`config.mk`:
```
export PLATFORM = sky130hd
export DESIGN_NAME = router_switch_alloc
export DESIGN_NICKNAME = d
export VERILOG_FILES = /design/src/rtl/router_pkg.sv /design/src/rtl/rr_arbiter.sv /design/src/rtl/router_switch_alloc.sv
export SDC_FILE = /design/constraint.sdc
export NUM_CORES = 1
export LEC_CHECK = 0
export CAP_MARGIN = 20
export CORE_UTILIZATION = 54
export DETAILED_ROUTE_END_ITERATION = 7
export PLACE_DENSITY = 0.93
export SETUP_SLACK_MARGIN = 0.2
export SLEW_MARGIN = 20
export SYNTH_ARGS = -nofsm -noshare
export SYNTH_HDL_FRONTEND = slang
export SYNTH_SLANG_ARGS = --single-unit
export TNS_END_PERCENT = 5
```
`constraint.sdc`:
```
create_clock -name clk -period 4.65 [get_ports clk]
set_input_delay 0.6975 -clock clk [delete_from_list [all_inputs] [get_ports clk]]
set_output_delay 0.6975 -clock clk [all_outputs]
set_load 0.01 [all_outputs]
```
`src/rtl/router_pkg.sv`:
```
// Shared types and helpers for the bi-NoC router.
// Port count default, index width and one-hot decode.
package router_pkg;

    localparam int NUM_PORTS_DEF = 4;
    localparam int MAX_PORTS     = 8;

    typedef logic [2:0] port_idx_t;

    function automatic int clog2(input int n);
        int r;
        r = 0;
        while ((1 << r) < n) r++;
        return (r < 1) ? 1 : r;
    endfunction

    function automatic logic [MAX_PORTS-1:0] onehot_decode(
        input port_idx_t idx
    );
        return MAX_PORTS'(1) << idx;
    endfunction

endpackage

```
`src/rtl/rr_arbiter.sv`:
```
// Round-robin arbiter for one switch output.
// Pointer holds the last winner; scan starts one past it.
module rr_arbiter
    import router_pkg::*;
#(
    parameter  int N = NUM_PORTS_DEF,
    localparam int W = clog2(N)
) (
    input  logic         clk,
    input  logic         rst_n,
    input  logic [N-1:0] req,
    input  logic         upd,
    output logic [N-1:0] gnt,
    output logic [W-1:0] gnt_idx
);

    logic [W-1:0] ptr_q, ptr_d;

    // Scan from far to near so the nearest requester is assigned last.
    always_comb begin
        int c;
        c       = 0;
        gnt     = '0;
        gnt_idx = '0;
        for (int k = N; k >= 1; k--) begin
            c = int'(ptr_q) + k;
            if (c >= N) c = c - N;
            if (req[c]) begin
                gnt     = '0;
                gnt[c]  = 1'b1;
                gnt_idx = W'(c);
            end
        end
        ptr_d = ptr_q;
        if (upd && |req) ptr_d = gnt_idx;
    end

    // Pointer reset to the last port so port 0 goes first.
    always_ff @(posedge clk or negedge rst_n) begin
        if (!rst_n) ptr_q <= W'(N - 1);
        else        ptr_q <= ptr_d;
    end

endmodule

```
`src/rtl/router_switch_alloc.sv`:
```
// Wormhole switch allocator: per-output round-robin
// with packet lock held until the tail flit crosses.
module router_switch_alloc
    import router_pkg::*;
#(
    parameter  int NUM_PORTS = NUM_PORTS_DEF,
    localparam int PORT_W    = clog2(NUM_PORTS)
) (
    input  logic                          clk,
    input  logic                          rst_n,
    input  logic [NUM_PORTS-1:0]          req_valid,
    input  logic [NUM_PORTS*PORT_W-1:0]   req_dest,
    input  logic [NUM_PORTS-1:0]          req_tail,
    input  logic [NUM_PORTS-1:0]          out_ready,
    output logic [NUM_PORTS*NUM_PORTS-1:0] grant_onehot,
    output logic [NUM_PORTS*PORT_W-1:0]   out_sel,
    output logic [NUM_PORTS-1:0]          out_busy,
    output logic [NUM_PORTS-1:0]          xfer
);

    localparam int N = NUM_PORTS;
    localparam int W = PORT_W;

    logic [N-1:0] busy_q, busy_d;
    logic [W-1:0] owner_q [N];
    logic [W-1:0] owner_d [N];
    logic [N-1:0] elig    [N];
    logic [N-1:0] arb_gnt [N];
    logic [W-1:0] arb_idx [N];
    logic [N-1:0] owns, win, rel;

    // Which inputs hold a lock, and who may bid for each output.
    always_comb begin
        owns = '0;
        for (int j = 0; j < N; j++)
            if (busy_q[j]) owns[owner_q[j]] = 1'b1;
        for (int j = 0; j < N; j++)
            for (int i = 0; i < N; i++)
                elig[j][i] = req_valid[i] & ~owns[i] &
                             (req_dest[i*W +: W] == W'(j));
    end

    for (genvar j = 0; j < N; j++) begin : g_arb
        rr_arbiter #(.N(N)) u_arb (
            .clk     (clk),
            .rst_n   (rst_n),
            .req     (elig[j]),
            .upd     (~busy_q[j]),
            .gnt     (arb_gnt[j]),
            .gnt_idx (arb_idx[j])
        );
    end

    // Transfer, release and next lock state per output.
    always_comb begin
        xfer = '0;
        rel  = '0;
        win  = '0;
        for (int j = 0; j < N; j++) begin
            if (busy_q[j] && req_valid[owner_q[j]] && out_ready[j]) begin
                xfer[owner_q[j]] = 1'b1;
                rel[j]           = req_tail[owner_q[j]];
            end
            win[j]     = ~busy_q[j] & |arb_gnt[j];
            busy_d[j]  = busy_q[j] ? ~rel[j] : win[j];
            owner_d[j] = win[j] ? arb_idx[j] : owner_q[j];
        end
    end

    // Lock state; reset drops any in-flight packet.
    always_ff @(posedge clk or negedge rst_n) begin
        if (!rst_n) begin
            busy_q <= '0;
            for (int j = 0; j < N; j++) owner_q[j] <= '0;
        end else begin
            busy_q <= busy_d;
            for (int j = 0; j < N; j++) owner_q[j] <= owner_d[j];
        end
    end

    // Grant and crossbar select decoded from registered state only.
    always_comb begin
        logic [MAX_PORTS-1:0] oh;
        oh           = '0;
        grant_onehot = '0;
        out_sel      = '0;
        out_busy     = busy_q;
        for (int j = 0; j < N; j++) begin
            if (busy_q[j]) begin
                oh = onehot_decode(port_idx_t'(j));
                grant_onehot[int'(owner_q[j])*N +: N] = oh[N-1:0];
                out_sel[j*W +: W] = owner_q[j];
            end
        end
    end

endmodule

```
==> results.md <==
* Switching Power at around 0.92 mW
* Post-CTS setup buffers at 0
* Crit Path Category: flip-flop to flip-flop
* Post-cts sizing count at 0
* R2R Path Start: owner_q[0]$_DFFE_PN0P_
* DR pass1 iterations at 5
* R2R cell count at 7
* Post-synth top area share at a little over an eighth
* Leakage at between 1 and 1.5 nW
* Reg power frac at 26.3%
* Cells after Synth at between 300 and 400
* IO Pins at 54
* CTS root buf: clkbuf_8
* Syn avg cell area at roughly 8.4 sq um
* Die X at 75.2 microns
* H-tree depth at 1
* Vias in the first global route at about 2800
* Commonest cells post-synth: ha_1 (31), nor2_1 (23), clkbuf_1 (20), nand3_1 (20), o21ai_0 (18)
* Rel. slew slack at between 50 and 60%
* First-pass GRT wire length at 12.4 mm
* Reg2Reg Setup Slack at 1.15 ns
* Setup TNS at 0 ns
* Layout Nets at 433
* Crit path largest cell delay at between 0.6 and 0.7 ns
* Leading area contributor after synthesis: ha_1
* CTS tree: built
* Overflow after GRT at 0
* Starting Density at a little under three fifths
* F_max at approximately 290 MHz
* Crit. End Element: flip-flop
* Hold Buf Count CTS at 0
* Total power at 1.88 mW
* RSZ-0062 raised after global routing: false
* Top post-synthesis cells by area: ha_1 (13%), dfrtp_1 (10%), mux4_2 (8.6%)
* Post-synthesis net count at 398
* Slew Viols, Final at 0
* Pwr dens at 546 nW/um^2
* Crit path arrival time at between 3 and 4 ns
* GRT Total Usage at between 20 and 30%
* Crit-path slowest cell: or4_4
* Clock share of power at 6.5%
* Shortest period the worst path allows at 3.50 ns
* Share of cells above drive strength 1 at under 10%
* Seq/Total Area, Yosys at between 10% and 20%
* MaxCap Viol Count at 0
* Initial drt markers at approximately 250
* Placed Area at around 3400 sq um
* Number of flops mapped to enable cells by yosys at 0
* Crit share post-route at roughly three quarters
* Final Instance Area at roughly 3400 sq um
* Sink Count at 20
* Core area at 5140 sq um
* Startpoint Class: flip-flop
* CTS Buf Count at 3
* FF+latch count, synth at 20
* Main synth FF type: dfrtp_1
* Sw Share at 49.1%
* Initial antenna violation count at 0
* Yosys cell types at 53
* Die height at roughly 75 microns
* Crit path buf inv count at 0
* DR vias/cell at approximately 6.5
* Status: complete, no violations
* IO Port Bufs at 53
* CP cell instances: and3b_1 > or4_4 > or4_4 > mux4_2 > mux2_4 > a211oi_2 > mux2_1
* Routability-driven placement congestion ratio at around 0.94
* Post-synthesis cell area at slightly below 3000 sq um
* CP top delay family: simple AND/OR/NAND/NOR gates
* Largest net degree at the start of global routing at 21
* Clock skew at about 0.0097 ns
* Worst-margin pin slew at 0.608 ns
* Final Routed Wirelength at just under 8 mm
* Per-cell routed wire length at about 18 microns
* Required time worst endpoint at between 4 and 5 ns
* CP dominant cell by count: or4_4
* Remaining DRCs at 0
* Largest fanout on the critical path at 12
* Antenna diodes at 0
* Post-detail-place hpwl at just over 6 mm
* Pint at 0.957 mW
* Fill cells at 438
* Comb pwr share at roughly two thirds
* Yosys warnings at 0
* CTS Buffer Depth at 2
* Final hold vios at 0
* Peak VDD IR at between 0.0004 and 0.0005 V
* Die ar. at 5660 sq um
* Std-Cell Rows at 26
* Antenna viol nets, final at 0
* Setup violations, final at 0
* Clock latency on the worst-skew pair at between 0.2 and 0.3 ns
* Clock Pin Slew Worst Setup and Hold Paths at 0.08 ns
* Reg2reg end: owner_q[7]$_DFFE_PN0P_
* Vias at between 2000 and 3000
* Most common cell in the netlist: ha_1
* Area growth, synth to finish at 18.8%
* Asr flop ratio synth at between 90% and 100%
* Hold Path Class: input pin to async pin
## kinds of logic after synthesis
kind of cell	synth area share (%)
AND/OR/NAND/NOR	28.3
multiplexers	18.3
flip-flops	17.6
buffers and inverters	5.83
AO/OA/AOI/OAI	16.5
adder cells (fa/ha/maj)	13.4
## state kept, by name, summed over array words and instances (netlist names)
| name | cells |
|---|---|
| g_arb.u_arb.ptr_q | 8 |
| owner_q | 8 |
| out_busy | 4 |
## per-layer routing
layer | vias up | track usage, % | share of wire, %
met2 | 142 | 54.4 | 51
li1 | 1359 | - | -
met4 | 0 | 11.5 | 2.6
met5 | - | 0 | 0
met3 | 25 | 3.08 | 7.1
met1 | 1380 | 33.2 | 39
## cell usage in the layout (no fill, tap or decap), types with 8 or more instances in the layout
master	n
clkdlybuf4s50_1	52
inv_1	15
nor2_1	23
a22oi_1	8
ha_1	31
dfstp_2	8
or3_1	9
dfrtp_1	12
mux4_2	11
nand3_1	20
nor3_1	15
a21oi_1	13
o211ai_1	8
and3b_1	8
mux2i_1	11
nand2_1	16
nor4_1	10
o21ai_0	18
## stage by stage
| step | std cells | setup slack, ns | util (%) | hold WS, ns |
|---|---|---|---|---|
| after detailed placement | 445 | 1.07 | 66.3 | 0.625 |
| after CTS | 448 | 1.16 | 67.1 | 0.641 |
| final | 448 | 1.15 | 67.0 | 0.389 |
| after global routing | 448 | 0.979 | 67.0 | 0.429 |
| after global placement | 445 | 1.18 | 66.3 | 0.589 |
| after floorplan | 345 | 1.27 | - | 0.402 |
## power groups by stage
stage	combinational, mW	clock, mW	sequential, mW
floorplan	0.988	0	0.357
global placement	1.20	0	0.481
detailed placement	1.25	0	0.491
CTS	1.25	0.124	0.488
global route	1.38	0.128	0.517
finish	1.26	0.122	0.495
## worst max path at each step
stage	from	slack [ns]	end	cells after the start
floorplan	owner_q[1]$_DFFE_PN0P_	1.27	owner_q[6]$_DFFE_PN0P_	10
global placement	req_valid[2]	1.18	owner_q[7]$_DFFE_PN0P_	7
detailed placement	req_valid[2]	1.07	owner_q[7]$_DFFE_PN0P_	7
CTS	owner_q[0]$_DFFE_PN0P_	1.16	owner_q[7]$_DFFE_PN0P_	7
global route	owner_q[0]$_DFFE_PN0P_	0.98	owner_q[6]$_DFFE_PN0P_	7
finish	owner_q[0]$_DFFE_PN0P_	1.15	owner_q[7]$_DFFE_PN0P_	7
## area by class of cell
cell class / count / area [sq um] / share of cell area [%]
flip-flops and latches: 20 / 510 / 14.8
repair buffers: 53 / 526 / 15.3
well taps: 70 / 87.6 / 2.54
clock buffers: 3 / 41.3 / 1.20
multi-input cells: 286 / 2220 / 64.4
inverters: 16 / 60.1 / 1.74
Power figures use the tool's default switching activity.
